--- src/rtl/instruction_sequencer.sv ---
// Purpose: owns program memory and steps 32-bit instructions out to the cpu one at a time.
// Latency: start -> first valid instruction 2 cycles; ISSUE_CYCLES+1 cycles per instruction when not busy.
// Backpressure: cpu_busy_in extends the current instruction's hold; nothing advances while it is high.
module instruction_sequencer #(
  parameter int          DEPTH        = 64,
  parameter int          ADDR_W       = $clog2(DEPTH),
  parameter int          ISSUE_CYCLES = 3,
  parameter logic [31:0] HALT_WORD    = 32'hFFFF_FFFF
) (
  input  logic              clock_in,
  input  logic              reset_in,
  input  logic              start_in,
  input  logic              abort_in,
  input  logic              load_valid_in,
  input  logic [ADDR_W-1:0] load_addr_in,
  input  logic [31:0]       load_data_in,
  input  logic [ADDR_W:0]   program_length_in,
  input  logic              cpu_busy_in,
  output logic [31:0]       current_instruction,
  output logic              instruction_valid,
  output logic [ADDR_W-1:0] pc_out,
  output logic              running_out,
  output logic              done_out,
  output logic              halted_out
);

  localparam int                CNT_W     = (ISSUE_CYCLES > 1) ? $clog2(ISSUE_CYCLES) : 1;
  localparam logic [CNT_W-1:0]  HOLD_INIT = CNT_W'(ISSUE_CYCLES - 1);
  localparam logic [ADDR_W-1:0] LAST_ADDR = ADDR_W'(DEPTH - 1);

  typedef enum logic [2:0] {
    S_IDLE,
    S_FETCH,
    S_ISSUE,
    S_DONE,
    S_HALTED
  } state_t;

  state_t            state_q, state_d;
  logic [ADDR_W-1:0] pc_q;
  logic [ADDR_W:0]   len_q;
  logic [CNT_W-1:0]  hold_q;
  logic [31:0]       instr_q;
  logic [31:0]       mem [DEPTH];

  logic        running;
  logic [31:0] fetch_word;
  logic        fetch_halt;
  logic        last_word;
  logic        issue_exit;

  assign running    = (state_q == S_FETCH) || (state_q == S_ISSUE);
  assign fetch_word = mem[pc_q];
  assign fetch_halt = (fetch_word == HALT_WORD);
  // Last word either by program length or by running off the top of memory (pc never wraps).
  assign last_word  = (({1'b0, pc_q} + (ADDR_W+1)'(1)) == len_q) || (pc_q == LAST_ADDR);
  assign issue_exit = (state_q == S_ISSUE) && (hold_q == '0) && !cpu_busy_in;

  // Program memory: loader writes only while not sequencing; contents survive reset.
  always_ff @(posedge clock_in) begin
    if (load_valid_in && !running) begin
      mem[load_addr_in] <= load_data_in;
    end
  end

  // State register.
  always_ff @(posedge clock_in or posedge reset_in) begin
    if (reset_in) begin
      state_q <= S_IDLE;
    end else begin
      state_q <= state_d;
    end
  end

  // Next-state logic; abort outranks start and issue exit.
  always_comb begin
    state_d = state_q;
    if (abort_in) begin
      state_d = S_IDLE;
    end else begin
      case (state_q)
        S_IDLE, S_DONE, S_HALTED: begin
          if (start_in) begin
            state_d = (program_length_in == '0) ? S_DONE : S_FETCH;
          end
        end
        S_FETCH: state_d = fetch_halt ? S_HALTED : S_ISSUE;
        S_ISSUE: begin
          if (issue_exit) begin
            state_d = last_word ? S_DONE : S_FETCH;
          end
        end
        default: state_d = S_IDLE;
      endcase
    end
  end

  // Datapath: program counter, latched length, hold counter and instruction register.
  always_ff @(posedge clock_in or posedge reset_in) begin
    if (reset_in) begin
      pc_q    <= '0;
      len_q   <= '0;
      hold_q  <= '0;
      instr_q <= '0;
    end else if (abort_in) begin
      pc_q   <= '0;
      hold_q <= '0;
    end else begin
      case (state_q)
        S_IDLE, S_DONE, S_HALTED: begin
          if (start_in) begin
            pc_q  <= '0;
            len_q <= program_length_in;
          end
        end
        S_FETCH: begin
          instr_q <= fetch_word;
          hold_q  <= HOLD_INIT;
        end
        S_ISSUE: begin
          if (hold_q != '0) begin
            hold_q <= hold_q - CNT_W'(1);
          end else if (!cpu_busy_in && !last_word) begin
            pc_q <= pc_q + ADDR_W'(1);
          end
        end
        default: ;
      endcase
    end
  end

  // Outputs decoded from state; the cpu sees NOP whenever nothing is being issued.
  always_comb begin
    current_instruction = '0;
    instruction_valid   = 1'b0;
    pc_out              = pc_q;
    running_out         = running;
    done_out            = (state_q == S_DONE);
    halted_out          = (state_q == S_HALTED);
    if (state_q == S_ISSUE) begin
      current_instruction = instr_q;
      instruction_valid   = 1'b1;
    end
  end

endmodule

--- config.mk ---
export PLATFORM = sky130hd
export DESIGN_NAME = instruction_sequencer
export DESIGN_NICKNAME = d
export VERILOG_FILES = /design/src/rtl/instruction_sequencer.sv
export SDC_FILE = /design/constraint.sdc
export NUM_CORES = 2
export LEC_CHECK = 0
export ABC_CLOCK_PERIOD_IN_PS = 4200
export BUFFER_PORTS_ARGS = -buffer_cell sky130_fd_sc_hd__buf_2
export CORE_ASPECT_RATIO = 0.8
export CORE_MARGIN = 5
export CORE_UTILIZATION = 50
export CTS_BUF_LIST = sky130_fd_sc_hd__clkbuf_4
export CTS_CLUSTER_DIAMETER = 120
export CTS_CLUSTER_SIZE = 8
export DETAILED_ROUTE_END_ITERATION = 10
export PLACE_DENSITY = 0.7
export SLEW_MARGIN = 20
export SYNTH_ARGS = -nofsm -noshare
export SYNTH_HDL_FRONTEND = slang
export SYNTH_SLANG_ARGS = --single-unit
--- constraint.sdc ---
create_clock -name clock_in -period 4.2 [get_ports clock_in]
set_clock_uncertainty 0.15 [all_clocks]
set_input_delay 0.42 -clock clock_in [delete_from_list [all_inputs] [get_ports clock_in]]
set_output_delay 0.42 -clock clock_in [all_outputs]
set_load 0.01 [all_outputs]
==> results.md <==
- Critical Path RT: 5.26 ns
- Slew HR: 0.2636
- Final wirelength: ~230,000 um
- Core Area: 161,900 um2
- Mapped Nets: between 3,000 and 4,000
- Syn-to-layout area delta: 11.66%
- Ys Warns: 0
- Final Net Count: 4,358
- Residual DRC: 0
- Effective utilization at floorplan: 0.5024
- Compound-gate portion of the synthesized area: 0.02583
- FF+latch count, synth: roughly 2,100
- DIE HEIGHT: approximately 370 um
- Initial antenna violation count: 17
- Clock Tree Buf Depth: 4
- Worst setup EP type: register
- Drt first-iter violations: around 7,000
- Peak VDD IR: around 0.26 mV
- First-pass GRT wire length: around 320,000 um
- Port Buffers: 92
- Total clock sinks: ~2,100
- Clock-pin slew on the worst setup and hold paths: 0.11 ns
- Pre-antenna DRT Iters: 6
- Tot Pwr: 0.03593 W
- Worst Tran Pin Value: roughly 1.1 ns
- Post-DR vias/cell: roughly 6.5
- IO Pins: between 90 and 100
- Crit share post-route: 1.003
- Pin count of the biggest net entering global routing: 65
- Power per Cell Area: between 300 and 400 nW/um2
- Fraction of layout instances using a drive strength above 1: 0.3263
- GP Congestion: between 0.8 and 0.9
- Lkg Pwr: roughly 28 nW
- Xor/xnor share of the synthesized area: 0.0007539
- Total gr overflow: 0
- Routed len/inst: approximately 35 um
- Critical-path cell list: buf_4 -> buf_4 -> buf_4 -> nand2_1 -> o21ai_0 -> o21ai_0 -> a211oi_1 -> buf_4 -> a311oi_1 -> nor4_1 -> nand4_1 -> buf_4 -> a211o_1
- Fmax: ~240 MHz
- Syn Inst Count: 3,670
- Top Family by Delay on Critical Path: compound AO/OA/AOI/OAI gates
- Mux cell area share after synthesis: 0.1577
- Max FO, Critical Path: 14
- Post-synth ARST share: 0.02383
- Slew Viols, Final: 0
- Dpl hpwl: around 140,000 um
- Startpoint Class: register
- Die Span X: ~460 um
- Main synth FF type: edfxtp_1
- CTS tree: yes
- Final setup margin: -0.01352 ns
- All-layer global routing usage: 0.2663
- FILL cells: between 10,000 and 15,000
- Endpoints failing setup: 1
- Hold WS: a little under 0.06 ns
- CP peak stage delay: around 0.57 ns
- Critical path class: reg -> reg
- Synth unique cells: between 70 and 80
- Hold Fails Final Rpt: 0
- Num CTS Buffers: roughly 310
- Slowest-stage cell, CP: dfrtp_4
- Worst path most repeated cell: buf_4
- FP Rows: approximately 130
- Min cycle time layout: 4.214 ns
- Synth Area in Adders: 0.0003077
- Post-synth EDFFs: 2,048
- Failing checks: setup timing
- Clk_lat worst skew: about 1.3 ns
- Die area: about 170,000 um2
- Largest family of logic cells by synthesized area: multiplexers
- Setup TNS: -0.01352 ns
- CP bufs+invs: 5
- Vias in the first global route: 42,110
- Post-Syn Area: 81,320 um2
- Worst path arrival time: between 5 and 6 ns
- Hold Crit Class: in -> reg
- Seq/Total Area, Yosys: 0.7717
- Vias: ~43,000
- Simple-gate share of the synthesized area: 0.02477
- Status: complete, but fails checks
- ANT nets after route: 0
- H-tree depth: 5
- Clock root cell: clkbuf_4
- Max Cap Viol: 0
- Post-Syn Area per Cell: 22.16 um2
==> synth_stat cells (14+ instances only) <==
master    count  share of area
nor3_1       15        0.00092
edfxtp_1   2048           0.76
mux4_2      476           0.13
mux2i_1      68         0.0084
nor2_1      114         0.0053
buf_6        41         0.0057
mux4_1       48          0.016
o22ai_1      29         0.0022
dfrtp_1      50          0.015
a31oi_1      19         0.0015
clkbuf_1     48         0.0022
o21ai_0      53         0.0033
nand3_1      31         0.0019
buf_2        49         0.0030
a21oi_1      60         0.0037
buf_4        29         0.0027
mux2_2       14         0.0019
nand2_1     176         0.0081
and2_1       39         0.0030
a22oi_1      69         0.0064
==> cell usage in the layout, fill, tap and decap left out, types with 12 or more instances in the layout <==
master and n:
a21oi_1 56, a221oi_1 12, a22oi_1 68, a31oi_1 16, and2_1 37, buf_12 56
buf_2 87, buf_4 273, clkbuf_4 385, dfrtp_1 43, diode_2 13, dlygate4sd3_1 92
edfxtp_1 2048, mux2_2 14, mux2i_1 68, mux4_1 48, mux4_2 476, nand2_1 175
nand3_1 31, nor2_1 47, nor2_4 66, nor3_1 13, o21ai_0 53, o22ai_1 29
==> stage by stage <==
| step | utilization | setup WS [ns] | cells | cell area, um2 |
|---|---|---|---|---|
| after detailed placement | 0.5352 | -0.5633 | 6029 | 86630 |
| after global placement | 0.5352 | -0.5199 | 6029 | 86630 |
| after CTS | 0.5598 | 0.009722 | 6525 | 90610 |
| after floorplan | - | 0.9295 | 3670 | 81320 |
| final | 0.5610 | -0.01352 | 6542 | 90800 |
| after global routing | 0.5609 | -0.0008025 | 6535 | 90780 |
==> power breakdown <==
group	total [W]	switching, W	internal, W
logic	0.00173	0.00106	0.000673
registers	0.0232	0.000110	0.0231
clock network	0.0109	0.00671	0.00424
==> logic make-up (layout without fill, tap and decap cells) <==
family                     count (synthesis)  count (layout)
AOI/OAI and AO/OA                        311             311
xor gates and xnor gates                   7               7
adders and majority gates                  2               2
buffers and inverters                    208             923
DFF                                     2098            2098
muxes                                    606             606
other                                      0              13
and+or+nand+nor                          438             438
==> layer usage <==
layer,part of all wire,up-vias,GRT usage
met5,0.00019,-,0
met3,0.14,483,0.08688
li1,-,16790,-
met2,0.45,3148,0.3911
met1,0.37,22200,0.3765
met4,0.039,6,0.1003
==> final timing paths <==
check / end / slack (ns) / depth (start not counted) / start
worst min register to register: instr_q[30] / 0.32 / 2 / instr_q[30]
worst min-delay path: mem[40][20] / 0.06 / 2 / load_data_in[20]
min in group asynchronous: pc_out[0] / 0.32 / 5 / reset_in
worst max-delay path: state_q[1] / -0.01 / 13 / pc_out[2]
worst max register to register: state_q[1] / -0.01 / 13 / pc_out[2]
max in group asynchronous: pc_out[3] / 2.60 / 5 / reset_in
==> repair_timing <==
| item | CTS | global route |
|---|---|---|
| gates cloned | 0 | 1 |
| pin swaps | 2 | 2 |
| resized for setup | 4 | 21 |
| buffers inserted | 9 | 3 |
| setup endpoints to repair | 2 | 7 |
| hold buffers | 93 | 0 |
| endpoints found under the hold margin | 2936 | 0 |
==> final cells by class <==
| class | count | area [um2] | share of cell area |
|---|---|---|---|
| clock buffer | 385 | 2890 | 0.03183 |
| sequential | 2098 | 62770 | 0.6913 |
| tap | 2144 | 2683 | 0.02954 |
| multi-input combinational | 1364 | 17630 | 0.1942 |
| antenna | 13 | 32.53 | 0.0003583 |
| clock inverter | 9 | 70.07 | 0.0007717 |
| timing repair buffer | 517 | 4674 | 0.05148 |
| inverter | 12 | 47.55 | 0.0005236 |
==> registers in the layout (all words and copies together) (netlist names) <==
name / cells
pc_out: 6
len_q: 7
mem: 2048
state_q: 3
instr_q: 32
hold_q: 2
No activity file was read; power rests on OpenSTA's default activity.
